--- src/rtl/native_register_arbiter_if.sv ---
// ---------------------------------------------------------------------------
// native_register_arbiter_if
//
// Requester-side bus of the two-master register arbiter.
//
// Handshake: a requester raises req_N together with we_N/addr_N/wdata_N and
// holds all four steady until it sees ack_N. ack_N is a one-cycle pulse, and
// rdata_N is valid only in that cycle; outside it rdata_N reads 0.
//
// Signals (N = 0, 1)
//   req_N    requester -> arbiter  access request
//   we_N     requester -> arbiter  1 = write, 0 = read
//   addr_N   requester -> arbiter  register select (0 COUNT, 1 CONFIG,
//                                  2 FIFO, 3 STATUS)
//   wdata_N  requester -> arbiter  write data
//   ack_N    arbiter -> requester  one-cycle completion
//   rdata_N  arbiter -> requester  read data, qualified by ack_N
//
// Modports: master (requester side), slave (arbiter side).
// ---------------------------------------------------------------------------
interface native_register_arbiter_if;
    logic        req_0;
    logic        we_0;
    logic [1:0]  addr_0;
    logic [31:0] wdata_0;
    logic        ack_0;
    logic [31:0] rdata_0;

    logic        req_1;
    logic        we_1;
    logic [1:0]  addr_1;
    logic [31:0] wdata_1;
    logic        ack_1;
    logic [31:0] rdata_1;

    modport master (
        output req_0, we_0, addr_0, wdata_0,
        output req_1, we_1, addr_1, wdata_1,
        input  ack_0, rdata_0,
        input  ack_1, rdata_1
    );

    modport slave (
        input  req_0, we_0, addr_0, wdata_0,
        input  req_1, we_1, addr_1, wdata_1,
        output ack_0, rdata_0,
        output ack_1, rdata_1
    );
endinterface

--- src/rtl/native_register_arbiter.sv ---
// ---------------------------------------------------------------------------
// native_register_arbiter
//
// Two requesters share one native register block (counter, config bits and
// a byte FIFO). Each access runs IDLE -> ACCESS -> RESP: the winner's command
// is latched in IDLE, the native strobe fires in ACCESS, and the ack and read
// data are returned in RESP. Ties are broken round-robin, and requester 0 is
// favoured out of reset.
//
// Optional feature: define NATIVE_REGISTER_ARBITER_ERR_EN to add err_0/err_1.
// Each one pulses with its ack for a FIFO write while full, a FIFO read while
// empty, or a STATUS write.
//
// Ports
//   clk, reset          clock; synchronous active-low reset
//   bus                 requester bus (native_register_arbiter_if.slave)
//   count_we, config_we, fifo_we, fifo_re   one-cycle native strobes
//   count_in, en_in, dir_in, ire_in, fifo_data_in
//                       native write data, held between strobes
//   count_out, en_out, dir_out, ire_out, lt_1k_out, fifo_empty, fifo_full,
//   fifo_word_count, fifo_data_out          native read-side inputs
//   err_0, err_1        access error flags (NATIVE_REGISTER_ARBITER_ERR_EN only)
//   state_o             current FSM state (debug)
// ---------------------------------------------------------------------------
module native_register_arbiter (
    input  logic                      clk,
    input  logic                      reset,
    native_register_arbiter_if.slave  bus,
    output logic                      count_we,
    output logic                      config_we,
    output logic                      fifo_we,
    output logic                      fifo_re,
    output logic [31:0]               count_in,
    output logic                      en_in,
    output logic                      dir_in,
    output logic                      ire_in,
    output logic [7:0]                fifo_data_in,
    input  logic [31:0]               count_out,
    input  logic                      en_out,
    input  logic                      dir_out,
    input  logic                      ire_out,
    input  logic                      lt_1k_out,
    input  logic                      fifo_empty,
    input  logic                      fifo_full,
    input  logic [7:0]                fifo_word_count,
    input  logic [7:0]                fifo_data_out,
`ifdef NATIVE_REGISTER_ARBITER_ERR_EN
    output logic                      err_0,
    output logic                      err_1,
`endif
    output logic [1:0]                state_o
);
    typedef enum logic [1:0] {
        S_IDLE   = 2'd0,
        S_ACCESS = 2'd1,
        S_RESP   = 2'd2
    } state_e;

    localparam logic [1:0] A_COUNT  = 2'd0;
    localparam logic [1:0] A_CONFIG = 2'd1;
    localparam logic [1:0] A_FIFO   = 2'd2;

    state_e      state_q, state_d;
    logic        gnt_q, gnt_d;       // requester that owns the current access
    logic        pri_q, pri_d;       // requester that wins a tie
    logic        we_q, we_d;
    logic [1:0]  addr_q, addr_d;
    logic [31:0] wdata_q, wdata_d;
    logic [31:0] rdata_q, rdata_d;   // register read sampled in ACCESS
    logic        pop_q, pop_d;       // a FIFO pop was actually issued
    logic [31:0] count_in_q;
    logic [2:0]  cfg_in_q;
    logic [7:0]  fifo_data_in_q;
    logic        any_req;
    logic        winner;
    logic        ack;
    logic [31:0] rdata_sel;

    assign any_req = bus.req_0 | bus.req_1;
    assign winner  = (bus.req_0 & bus.req_1) ? pri_q : bus.req_1;

    always_comb begin
        state_d   = state_q;
        gnt_d     = gnt_q;
        pri_d     = pri_q;
        we_d      = we_q;
        addr_d    = addr_q;
        wdata_d   = wdata_q;
        rdata_d   = rdata_q;
        pop_d     = pop_q;
        count_we  = 1'b0;
        config_we = 1'b0;
        fifo_we   = 1'b0;
        fifo_re   = 1'b0;
        ack       = 1'b0;

        unique case (state_q)
            S_IDLE: begin
                if (any_req) begin
                    state_d = S_ACCESS;
                    gnt_d   = winner;
                    pri_d   = ~winner;
                    we_d    = winner ? bus.we_1    : bus.we_0;
                    addr_d  = winner ? bus.addr_1  : bus.addr_0;
                    wdata_d = winner ? bus.wdata_1 : bus.wdata_0;
                end
            end
            S_ACCESS: begin
                state_d = S_RESP;
                rdata_d = 32'd0;     // writes return zero data
                pop_d   = 1'b0;
                if (we_q) begin
                    // STATUS writes fall through with no strobe.
                    case (addr_q)
                        A_COUNT:  count_we  = 1'b1;
                        A_CONFIG: config_we = 1'b1;
                        A_FIFO:   fifo_we   = ~fifo_full;
                        default:  ;
                    endcase
                end else begin
                    case (addr_q)
                        A_COUNT:  rdata_d = count_out;
                        A_CONFIG: rdata_d = {28'd0, lt_1k_out, ire_out, dir_out, en_out};
                        A_FIFO: begin
                            fifo_re = ~fifo_empty;
                            pop_d   = ~fifo_empty;
                        end
                        default:  rdata_d = {16'd0, fifo_word_count, 6'd0, fifo_full, fifo_empty};
                    endcase
                end
            end
            S_RESP: begin
                state_d = S_IDLE;
                ack     = 1'b1;
            end
            default: state_d = S_IDLE;
        endcase

        // Reset aborts an in-flight access in the same cycle it is asserted.
        if (!reset) begin
            count_we  = 1'b0;
            config_we = 1'b0;
            fifo_we   = 1'b0;
            fifo_re   = 1'b0;
            ack       = 1'b0;
        end
    end

    // Native data follows the latched write data while its strobe is high
    // and otherwise holds the value it last carried.
    assign count_in     = count_we  ? wdata_q        : count_in_q;
    assign en_in        = config_we ? wdata_q[0]     : cfg_in_q[0];
    assign dir_in       = config_we ? wdata_q[1]     : cfg_in_q[1];
    assign ire_in       = config_we ? wdata_q[2]     : cfg_in_q[2];
    assign fifo_data_in = fifo_we   ? wdata_q[7:0]   : fifo_data_in_q;

    always_ff @(posedge clk) begin
        if (!reset) begin
            state_q        <= S_IDLE;
            gnt_q          <= 1'b0;
            pri_q          <= 1'b0;
            we_q           <= 1'b0;
            addr_q         <= 2'd0;
            wdata_q        <= 32'd0;
            rdata_q        <= 32'd0;
            pop_q          <= 1'b0;
            count_in_q     <= 32'd0;
            cfg_in_q       <= 3'd0;
            fifo_data_in_q <= 8'd0;
        end else begin
            state_q        <= state_d;
            gnt_q          <= gnt_d;
            pri_q          <= pri_d;
            we_q           <= we_d;
            addr_q         <= addr_d;
            wdata_q        <= wdata_d;
            rdata_q        <= rdata_d;
            pop_q          <= pop_d;
            count_in_q     <= count_in;
            cfg_in_q       <= {ire_in, dir_in, en_in};
            fifo_data_in_q <= fifo_data_in;
        end
    end

    // FIFO data arrives the cycle after the pop, so it is taken live in RESP.
    assign rdata_sel = (!we_q && addr_q == A_FIFO) ?
                       (pop_q ? {24'd0, fifo_data_out} : 32'd0) : rdata_q;

    assign bus.ack_0   = ack & ~gnt_q;
    assign bus.ack_1   = ack &  gnt_q;
    assign bus.rdata_0 = bus.ack_0 ? rdata_sel : 32'd0;
    assign bus.rdata_1 = bus.ack_1 ? rdata_sel : 32'd0;
    assign state_o     = state_q;

`ifdef NATIVE_REGISTER_ARBITER_ERR_EN
    logic err_q;

    always_ff @(posedge clk) begin
        if (!reset) begin
            err_q <= 1'b0;
        end else if (state_q == S_ACCESS) begin
            err_q <= ( we_q && addr_q == A_FIFO && fifo_full)  ||
                     (!we_q && addr_q == A_FIFO && fifo_empty) ||
                     ( we_q && addr_q == 2'd3);
        end
    end

    assign err_0 = bus.ack_0 & err_q;
    assign err_1 = bus.ack_1 & err_q;
`endif
endmodule

--- src/flat_wrapper.sv ---
// flat-port wrapper written by rule: the top's interface ports become plain ports
module native_register_arbiter_flat 
  (clk, reset, count_we, config_we, fifo_we, fifo_re, count_in, en_in, dir_in, ire_in, fifo_data_in, count_out, en_out, dir_out, ire_out, lt_1k_out, fifo_empty, fifo_full, fifo_word_count, fifo_data_out, state_o, bus_req_0, bus_we_0, bus_addr_0, bus_wdata_0, bus_req_1, bus_we_1, bus_addr_1, bus_wdata_1, bus_ack_0, bus_rdata_0, bus_ack_1, bus_rdata_1);
  native_register_arbiter_if bus_i ();
  input  logic clk;
  input  logic reset;
  output logic count_we;
  output logic config_we;
  output logic fifo_we;
  output logic fifo_re;
  output logic [31:0] count_in;
  output logic en_in;
  output logic dir_in;
  output logic ire_in;
  output logic [7:0] fifo_data_in;
  input  logic [31:0] count_out;
  input  logic en_out;
  input  logic dir_out;
  input  logic ire_out;
  input  logic lt_1k_out;
  input  logic fifo_empty;
  input  logic fifo_full;
  input  logic [7:0] fifo_word_count;
  input  logic [7:0] fifo_data_out;
  output logic [1:0] state_o;
  input wire logic [$bits(bus_i.req_0)-1:0] bus_req_0;
  input wire logic [$bits(bus_i.we_0)-1:0] bus_we_0;
  input wire logic [$bits(bus_i.addr_0)-1:0] bus_addr_0;
  input wire logic [$bits(bus_i.wdata_0)-1:0] bus_wdata_0;
  input wire logic [$bits(bus_i.req_1)-1:0] bus_req_1;
  input wire logic [$bits(bus_i.we_1)-1:0] bus_we_1;
  input wire logic [$bits(bus_i.addr_1)-1:0] bus_addr_1;
  input wire logic [$bits(bus_i.wdata_1)-1:0] bus_wdata_1;
  output wire logic [$bits(bus_i.ack_0)-1:0] bus_ack_0;
  output wire logic [$bits(bus_i.rdata_0)-1:0] bus_rdata_0;
  output wire logic [$bits(bus_i.ack_1)-1:0] bus_ack_1;
  output wire logic [$bits(bus_i.rdata_1)-1:0] bus_rdata_1;
  assign bus_i.req_0 = bus_req_0;
  assign bus_i.we_0 = bus_we_0;
  assign bus_i.addr_0 = bus_addr_0;
  assign bus_i.wdata_0 = bus_wdata_0;
  assign bus_i.req_1 = bus_req_1;
  assign bus_i.we_1 = bus_we_1;
  assign bus_i.addr_1 = bus_addr_1;
  assign bus_i.wdata_1 = bus_wdata_1;
  assign bus_ack_0 = bus_i.ack_0;
  assign bus_rdata_0 = bus_i.rdata_0;
  assign bus_ack_1 = bus_i.ack_1;
  assign bus_rdata_1 = bus_i.rdata_1;
  native_register_arbiter u_core (.clk(clk), .reset(reset), .bus(bus_i), .count_we(count_we), .config_we(config_we), .fifo_we(fifo_we), .fifo_re(fifo_re), .count_in(count_in), .en_in(en_in), .dir_in(dir_in), .ire_in(ire_in), .fifo_data_in(fifo_data_in), .count_out(count_out), .en_out(en_out), .dir_out(dir_out), .ire_out(ire_out), .lt_1k_out(lt_1k_out), .fifo_empty(fifo_empty), .fifo_full(fifo_full), .fifo_word_count(fifo_word_count), .fifo_data_out(fifo_data_out), .state_o(state_o));
endmodule
--- config.mk ---
export PLATFORM = sky130hd
export DESIGN_NAME = native_register_arbiter_flat
export DESIGN_NICKNAME = d
export VERILOG_FILES = /design/src/rtl/native_register_arbiter_if.sv /design/src/rtl/native_register_arbiter.sv /design/src/flat_wrapper.sv
export SDC_FILE = /design/constraint.sdc
export NUM_CORES = 1
export LEC_CHECK = 0
export ABC_AREA = 0
export CORE_MARGIN = 4
export CORE_UTILIZATION = 38
export DETAILED_ROUTE_END_ITERATION = 6
export PLACE_DENSITY_LB_ADDON = 0.08
export SETUP_SLACK_MARGIN = 0.02
export SLEW_MARGIN = 15
export SYNTH_ARGS = -nofsm -noshare
export SYNTH_HDL_FRONTEND = slang
export SYNTH_SLANG_ARGS = --single-unit
--- constraint.sdc ---
create_clock -name clk -period 1.89 [get_ports clk]
set_input_delay 0.4725 -clock clk [delete_from_list [all_inputs] [get_ports clk]]
set_output_delay 0.4725 -clock clk [all_outputs]
set_load 0.02 [all_outputs]
==> flow_metrics.env, run 1 <==
export IMPL_outcome="finished, violations left"
export IMPL_failed_checks="setup timing"
export IMPL_syn_inst=713
export IMPL_crit_type="reg -> out"
export IMPL_maxSlewHeadroom_pct=40.1
export IMPL_avgSynthCellArea_um2=7.82
export IMPL_die_width_um=129
export IMPL_cts_root_buf="clkbuf_16"
export IMPL_yosys_top_cells_count="nand3_1 (145), dfxtp_1 (115), o21ai_0 (68), and2_1 (57), nand2_1 (49)"
export IMPL_die_h_um=129
export IMPL_globalRouteOverflowTotal=0
export IMPL_nNetsFinal=1163
export IMPL_peakVddDrop_mv=0.730
export IMPL_max_cap_violations=0
export IMPL_seq_area_frac_synth_pct=41.3
export IMPL_dpl_hpwl_mm=14.2
export IMPL_yosysMostFrequentCell="nand3_1"
export IMPL_ios=243
export IMPL_die_area_um2=16700
export IMPL_final_area_um2=11100
export IMPL_wl_per_cell_um=19.4
export IMPL_vias=6879
export IMPL_cp_arrival_ns=1.87
export IMPL_min_period_ns=2.34
export IMPL_grt_start_max_net_pins=108
export IMPL_fin_tns_setup_ns=-38.97
export IMPL_grt_total_usage_pct=26.5
export IMPL_p_clk_share_pct=44.7
export IMPL_place_area_um2=8580
export IMPL_routed_wl_mm=23.7
export IMPL_port_buffers=242
export IMPL_vias_per_cell=5.61
export IMPL_synthToLayoutAreaGrowth_pct=99.0
export IMPL_synth_area_um2=5570
export IMPL_synthArstFlopShare_pct=0
export IMPL_combPwrFrac_pct=18.5
export IMPL_drc=0
export IMPL_hold_path_class="reg -> reg"
export IMPL_rsz0062_at_grt="yes"
export IMPL_core_um2=14100
export IMPL_gp_congestion=0.856
export IMPL_yosysWarnings=0
export IMPL_clk_pin_slew_ns=0.05
export IMPL_seq_area_um2=2320
export IMPL_fmax_ghz=0.428
export IMPL_insertion_delay_ns=0.42
export IMPL_required_ns=1.42
export IMPL_crit_start="u_core.we_q"
export IMPL_multi_input_area_um2=3890
export IMPL_grt_first_pass_wirelength_mm=35.3
export IMPL_slew_viol_final=0
export IMPL_synth_flop_cell="dfxtp_1"
export IMPL_drt_iter0_drc=466
export IMPL_max_clock_path_buffers=2
export IMPL_grt_pass1_vias=6837
export IMPL_drive_gt1_share_pct=44.8
export IMPL_seq_power_share_pct=36.7
export IMPL_synth_top_cell_area_share_pct=41.3
export IMPL_cts_hold_fix_buffers=0
export IMPL_rows=43
export IMPL_synth_area_leaders="dfxtp_1 (41%), nand3_1 (13%), and2_1 (6.4%)"
export IMPL_cts_tree="yes"
export IMPL_cts_htree_levels=4
export IMPL_synth_nets=841
export IMPL_drt_first_pass_iters=5
export IMPL_synth_edff_count=0
export IMPL_worst_pin_slew_ns=0.898
export IMPL_power_leakage_uw=0.00440
export IMPL_hold_viol_final=0
export IMPL_power_density_nw_per_um2=658
export IMPL_antenna_found_initial=0
export IMPL_fillers=957
export IMPL_cp_end_kind="output port"
export IMPL_synth_largest_area_cell="dfxtp_1"
export IMPL_skew_ns=0.0108
export IMPL_p_sw_uw=1930
export IMPL_internal_power_uw=5380
export IMPL_finalSetupViolCount=112
export IMPL_worstSetupStartpointType="flip-flop"
export IMPL_synth_cell_types=45
export IMPL_cp_max_fo=6
export IMPL_min_from="u_core.rdata_q[0]"
export IMPL_clock_sinks=115
export IMPL_cts_buffers=17
export IMPL_switching_share_pct=26.4
export IMPL_finalCritPeriodShare_pct=124
export IMPL_antenna_left=0
export IMPL_regToRegStartpoint="u_core.we_q"
export IMPL_n_antenna_cell=0
export IMPL_synth_seq_cells=115
export IMPL_start_util_pct=39.5
export IMPL_setup_ws_ns=-0.449
-- cells by family (layout without fill, tap and decap cells) --
family	after synthesis	after routing	share of synthesized area (%)
compound gates	189	189	19.8
buf+inv	78	412	6.67
mux	10	10	1.84
simple gates	321	321	30.4
flops	115	115	41.3
-- final timing paths --
path,to,slack [ns],depth (start not counted)
worst max-delay path,count_in[27],-0.45,8
worst min-delay path,u_core.rdata_q[0],0.47,2
worst max register to register,u_core.count_in_q[12],0.14,9
worst min register to register,u_core.rdata_q[0],0.47,2
-- cells in the final DEF (no fill, tap or decap), types with 4 or more instances in the layout --
cell	Yosys	routed
a21oi_1	46	46
a31oi_1	35	35
a32oi_1	20	20
and2_1	57	10
and2_4	0	47
buf_12	0	19
buf_16	0	6
buf_2	16	6
buf_4	7	85
buf_6	4	120
buf_8	0	8
clkbuf_16	0	19
clkbuf_8	0	6
clkdlybuf4s50_1	0	125
clkinv_2	0	4
dfxtp_1	115	109
dfxtp_4	0	6
inv_1	5	4
mux2i_2	0	4
mux2i_4	0	4
nand2_1	49	7
nand2_2	0	37
nand2_4	0	5
nand3_1	145	110
nand3_2	0	4
nand3_4	0	31
nor2_1	44	36
nor2_2	1	6
nor2_4	1	4
nor3b_4	3	4
o21ai_0	68	36
o21ai_1	11	23
o21ai_2	0	12
o21ai_4	0	8
-- state kept, by name, indices dropped and copies added, names as in the netlist --
signal and flops:
u_core.fifo_data_in_q 8, u_core.rdata_q 32, u_core.state_o 2, u_core.wdata_q 32, u_core.we_q 1, u_core.count_in_q 32, u_core.pri_q 1, u_core.pop_q 1
u_core.cfg_in_q 3, u_core.gnt_q 1, u_core.addr_q 2
-- final cells by class --
| type | count | area share, % |
|---|---|---|
| multi-input cells | 520 | 35.0 |
| clock inverters | 8 | 0.891 |
| inverters | 6 | 0.259 |
| well taps | 180 | 2.03 |
| clock buffers | 23 | 4.58 |
| flip-flops and latches | 115 | 21.0 |
| repair buffers | 375 | 36.2 |
-- power groups by stage --
stage	clock (µW)	sequential, µW	combinational [µW]
CTS	3300	2660	1260
global placement	0	2680	1060
detailed placement	0	2680	1080
finish	3270	2680	1350
global route	3420	2690	1440
floorplan	0	2650	546
-- critical path: stages, from the launching register on --
cell and delay, ns:
dfxtp_4 0.39, buf_6 0.11, and4bb_4 0.30, buf_12 0.13
buf_16 0.14, buf_6 0.10, nand3_4 0.08, nand2_2 0.08
buf_6 0.11
-- metal layers --
metal / global-route usage [%] / part of all wire [%] / vias up
li1: - / - / 3209
met2: 45.7 / 51 / 288
met3: 6.80 / 6.5 / 38
met5: 0 / 0 / -
met4: 9.39 / 2.4 / 0
met1: 32.1 / 40 / 3344
-- per-stage QoR --
step	total power [µW]	utilization, %	hold WS, ns	instances	worst slack [ns]
after detailed placement	3760	60.9	0.447	1124	-0.989
after global routing	7560	78.7	0.511	1227	-0.506
final	7300	78.7	0.469	1227	-0.449
after global placement	3740	60.9	0.444	1124	-0.943
after CTS	7230	73.7	0.453	1198	-0.468
after floorplan	3190	-	0.431	713	0.0422
-- timing repair --
action | 4_1_cts | 5_1_grt
hold endpoints to repair | 0 | 0
setup buffers | 38 | 28
gates resized for setup | 830 | 125
cloned | 6 | 4
pin swaps | 40 | 27
endpoints found under the setup margin | 222 | 114
Note: power is estimated with default switching activity, not from simulation.
==> run 2, diff against run 1 <==
Settings changed: TNS_END_PERCENT set to 50.
==> flow_metrics.env, run 2 (synthesis gave the netlist of run 1 again) <==
export IMPL_outcome="finished, violations left"
export IMPL_failed_checks="setup timing"
export IMPL_antenna_left=0
export IMPL_maxSlewHeadroom_pct=44.2
export IMPL_n_antenna_cell=0
export IMPL_min_from="u_core.count_in_q[0]"
export IMPL_core_um2=14100
export IMPL_drt_iter0_drc=435
export IMPL_wl_met2_mm=12.0
export IMPL_drive_gt1_share_pct=45.6
export IMPL_die_width_um=129
export IMPL_whs_path_depth=2
export IMPL_max_clock_path_buffers=2
export IMPL_nNetsFinal=1163
export IMPL_cts_tree="yes"
export IMPL_cts_hold_fix_buffers=0
export IMPL_ios=243
export IMPL_skew_ns=0.0100
export IMPL_cp_arrival_ns=1.87
export IMPL_cts_htree_levels=4
export IMPL_power_leakage_uw=0.00442
export IMPL_grt_total_usage_pct=26.4
export IMPL_maxUsedRoutingLayer="met4"
export IMPL_fmax_ghz=0.427
export IMPL_routed_wl_mm=23.5
export IMPL_gp_congestion=0.856
export IMPL_start_util_pct=39.5
export IMPL_finalSetupViolCount=112
export IMPL_clock_sinks=115
export IMPL_required_ns=1.42
export IMPL_grt_start_max_net_pins=108
export IMPL_power_density_nw_per_um2=655
export IMPL_drc=0
export IMPL_cp_end_kind="output port"
export IMPL_crit_type="reg -> out"
export IMPL_worstReg2RegEnd="u_core.count_in_q[12]"
export IMPL_min_period_ns=2.34
export IMPL_r2r_cells=9
export IMPL_rows=43
export IMPL_cts_root_buf="clkbuf_16"
export IMPL_wl_per_cell_um=19.2
export IMPL_finalCritPeriodShare_pct=124
export IMPL_worst_pin_slew_ns=0.837
export IMPL_met3_length_mm=1.49
export IMPL_vias=6868
export IMPL_max_cap_violations=0
export IMPL_peakVddDrop_mv=0.730
export IMPL_insertion_delay_ns=0.41
export IMPL_cp_max_fo=5
export IMPL_hold_viol_final=0
export IMPL_clk_pin_slew_ns=0.06
export IMPL_die_area_um2=16700
export IMPL_pre_cts_slack_ns=-0.989
export IMPL_die_h_um=129
export IMPL_port_buffers=242
export IMPL_rrSetupSlack_ns=0.16
export IMPL_rsz0062_at_grt="yes"
export IMPL_globalRouteOverflowTotal=0
export IMPL_slew_viol_final=0
export IMPL_reg_top3="u_core.count_in_q x32, u_core.rdata_q x32, u_core.wdata_q x32"
export IMPL_setup_ws_ns=-0.453
export IMPL_hold_path_endpoint="u_core.count_in_q[0]"
export IMPL_met1Wirelength_mm=9.50
export IMPL_regToRegStartpoint="u_core.we_q"
export IMPL_drt_first_pass_iters=5
export IMPL_dpl_hpwl_mm=14.2
export IMPL_cts_buffers=17
export IMPL_synthToLayoutAreaGrowth_pct=100
export IMPL_vias_per_cell=5.60
export IMPL_antenna_found_initial=0
export IMPL_worstSetupStartpointType="flip-flop"
export IMPL_layout_common_cells="clkdlybuf4s50_1 (125), buf_6 (122), nand3_1 (110), dfxtp_1 (109), buf_4 (85)"
export IMPL_grt_first_pass_wirelength_mm=35.3
export IMPL_layout_commonest_cell="clkdlybuf4s50_1"
export IMPL_grt_pass1_vias=6864
export IMPL_power_uw=7310
export IMPL_hold_path_class="reg -> reg"
==> run 2: cell count changes in the layout (fill, tap and decap cells not counted), moves of 2 or more <==
| cell | previous run | this run |
|---|---|---|
| o21ai_1 | 23 | 15 |
| nand3_4 | 31 | 34 |
| o21ai_4 | 8 | 11 |
| buf_6 | 120 | 122 |
| nand3_2 | 4 | 1 |
| o21ai_2 | 12 | 17 |
==> run 2: worst max path at each step <==
stage,start,endpoint,slack (ns),cells past startpoint
after floorplan,reset,fifo_data_in[0],0.04,5
after global placement,reset,bus_rdata_0[25],-0.94,7
after detailed placement,reset,bus_rdata_0[25],-0.99,7
after CTS,u_core.addr_q[0],fifo_data_in[7],-0.47,7
after global routing,u_core.addr_q[0],fifo_data_in[4],-0.52,7
final,u_core.addr_q[0],fifo_data_in[4],-0.45,7
==> run 2: critical path, cell delays in order, from the launching register on <==
cell and delay [ns]:
dfxtp_4 0.36, buf_6 0.12, or3b_1 0.36, buf_6 0.15, buf_12 0.13, o21ai_4 0.15, nand2_2 0.06, buf_6 0.13
==> run 2: where the power goes <==
part           switching [µW]  leakage (µW)  total, µW  internal, µW
registers                 137      0.000940       2680          2550
clock network            1130      0.000297       3270          2140
logic                     665       0.00319       1360           694
total                    1940       0.00442       7310          5380
==> run 2: stage by stage <==
step	TNS [ns]	area [µm²]	utilization (%)	instances	hold WS, ns
after floorplan	0	5680	-	713	0.431
after global placement	-158.23	8580	60.9	1124	0.444
after detailed placement	-165.38	8580	60.9	1124	0.447
after CTS	-37.42	10400	73.7	1197	0.453
after global routing	-44.89	11200	79.2	1227	0.500
final	-37.77	11200	79.2	1227	0.480
==> run 2: final cells by class <==
cell class	count	area (µm²)
timing repair buffer	375	4030
multi-input combinational	520	3960
fill	938	2940
sequential	115	2320
clock buffer	23	508
tap	180	225
clock inverter	8	98.8
inverter	6	23.8
==> run 2: per-layer routing <==
metal,vias up,GRT usage (%)
met5,-,0
met4,0,9.57
met3,41,6.72
met2,286,45.5
met1,3334,32.0
li1,3207,-
==> run 2: timing repair <==
action,in CTS,in global routing
buffers inserted,37,29
endpoints found under the setup margin,222,221
pin swaps,42,31
resized for setup,828,137
gates cloned,6,4
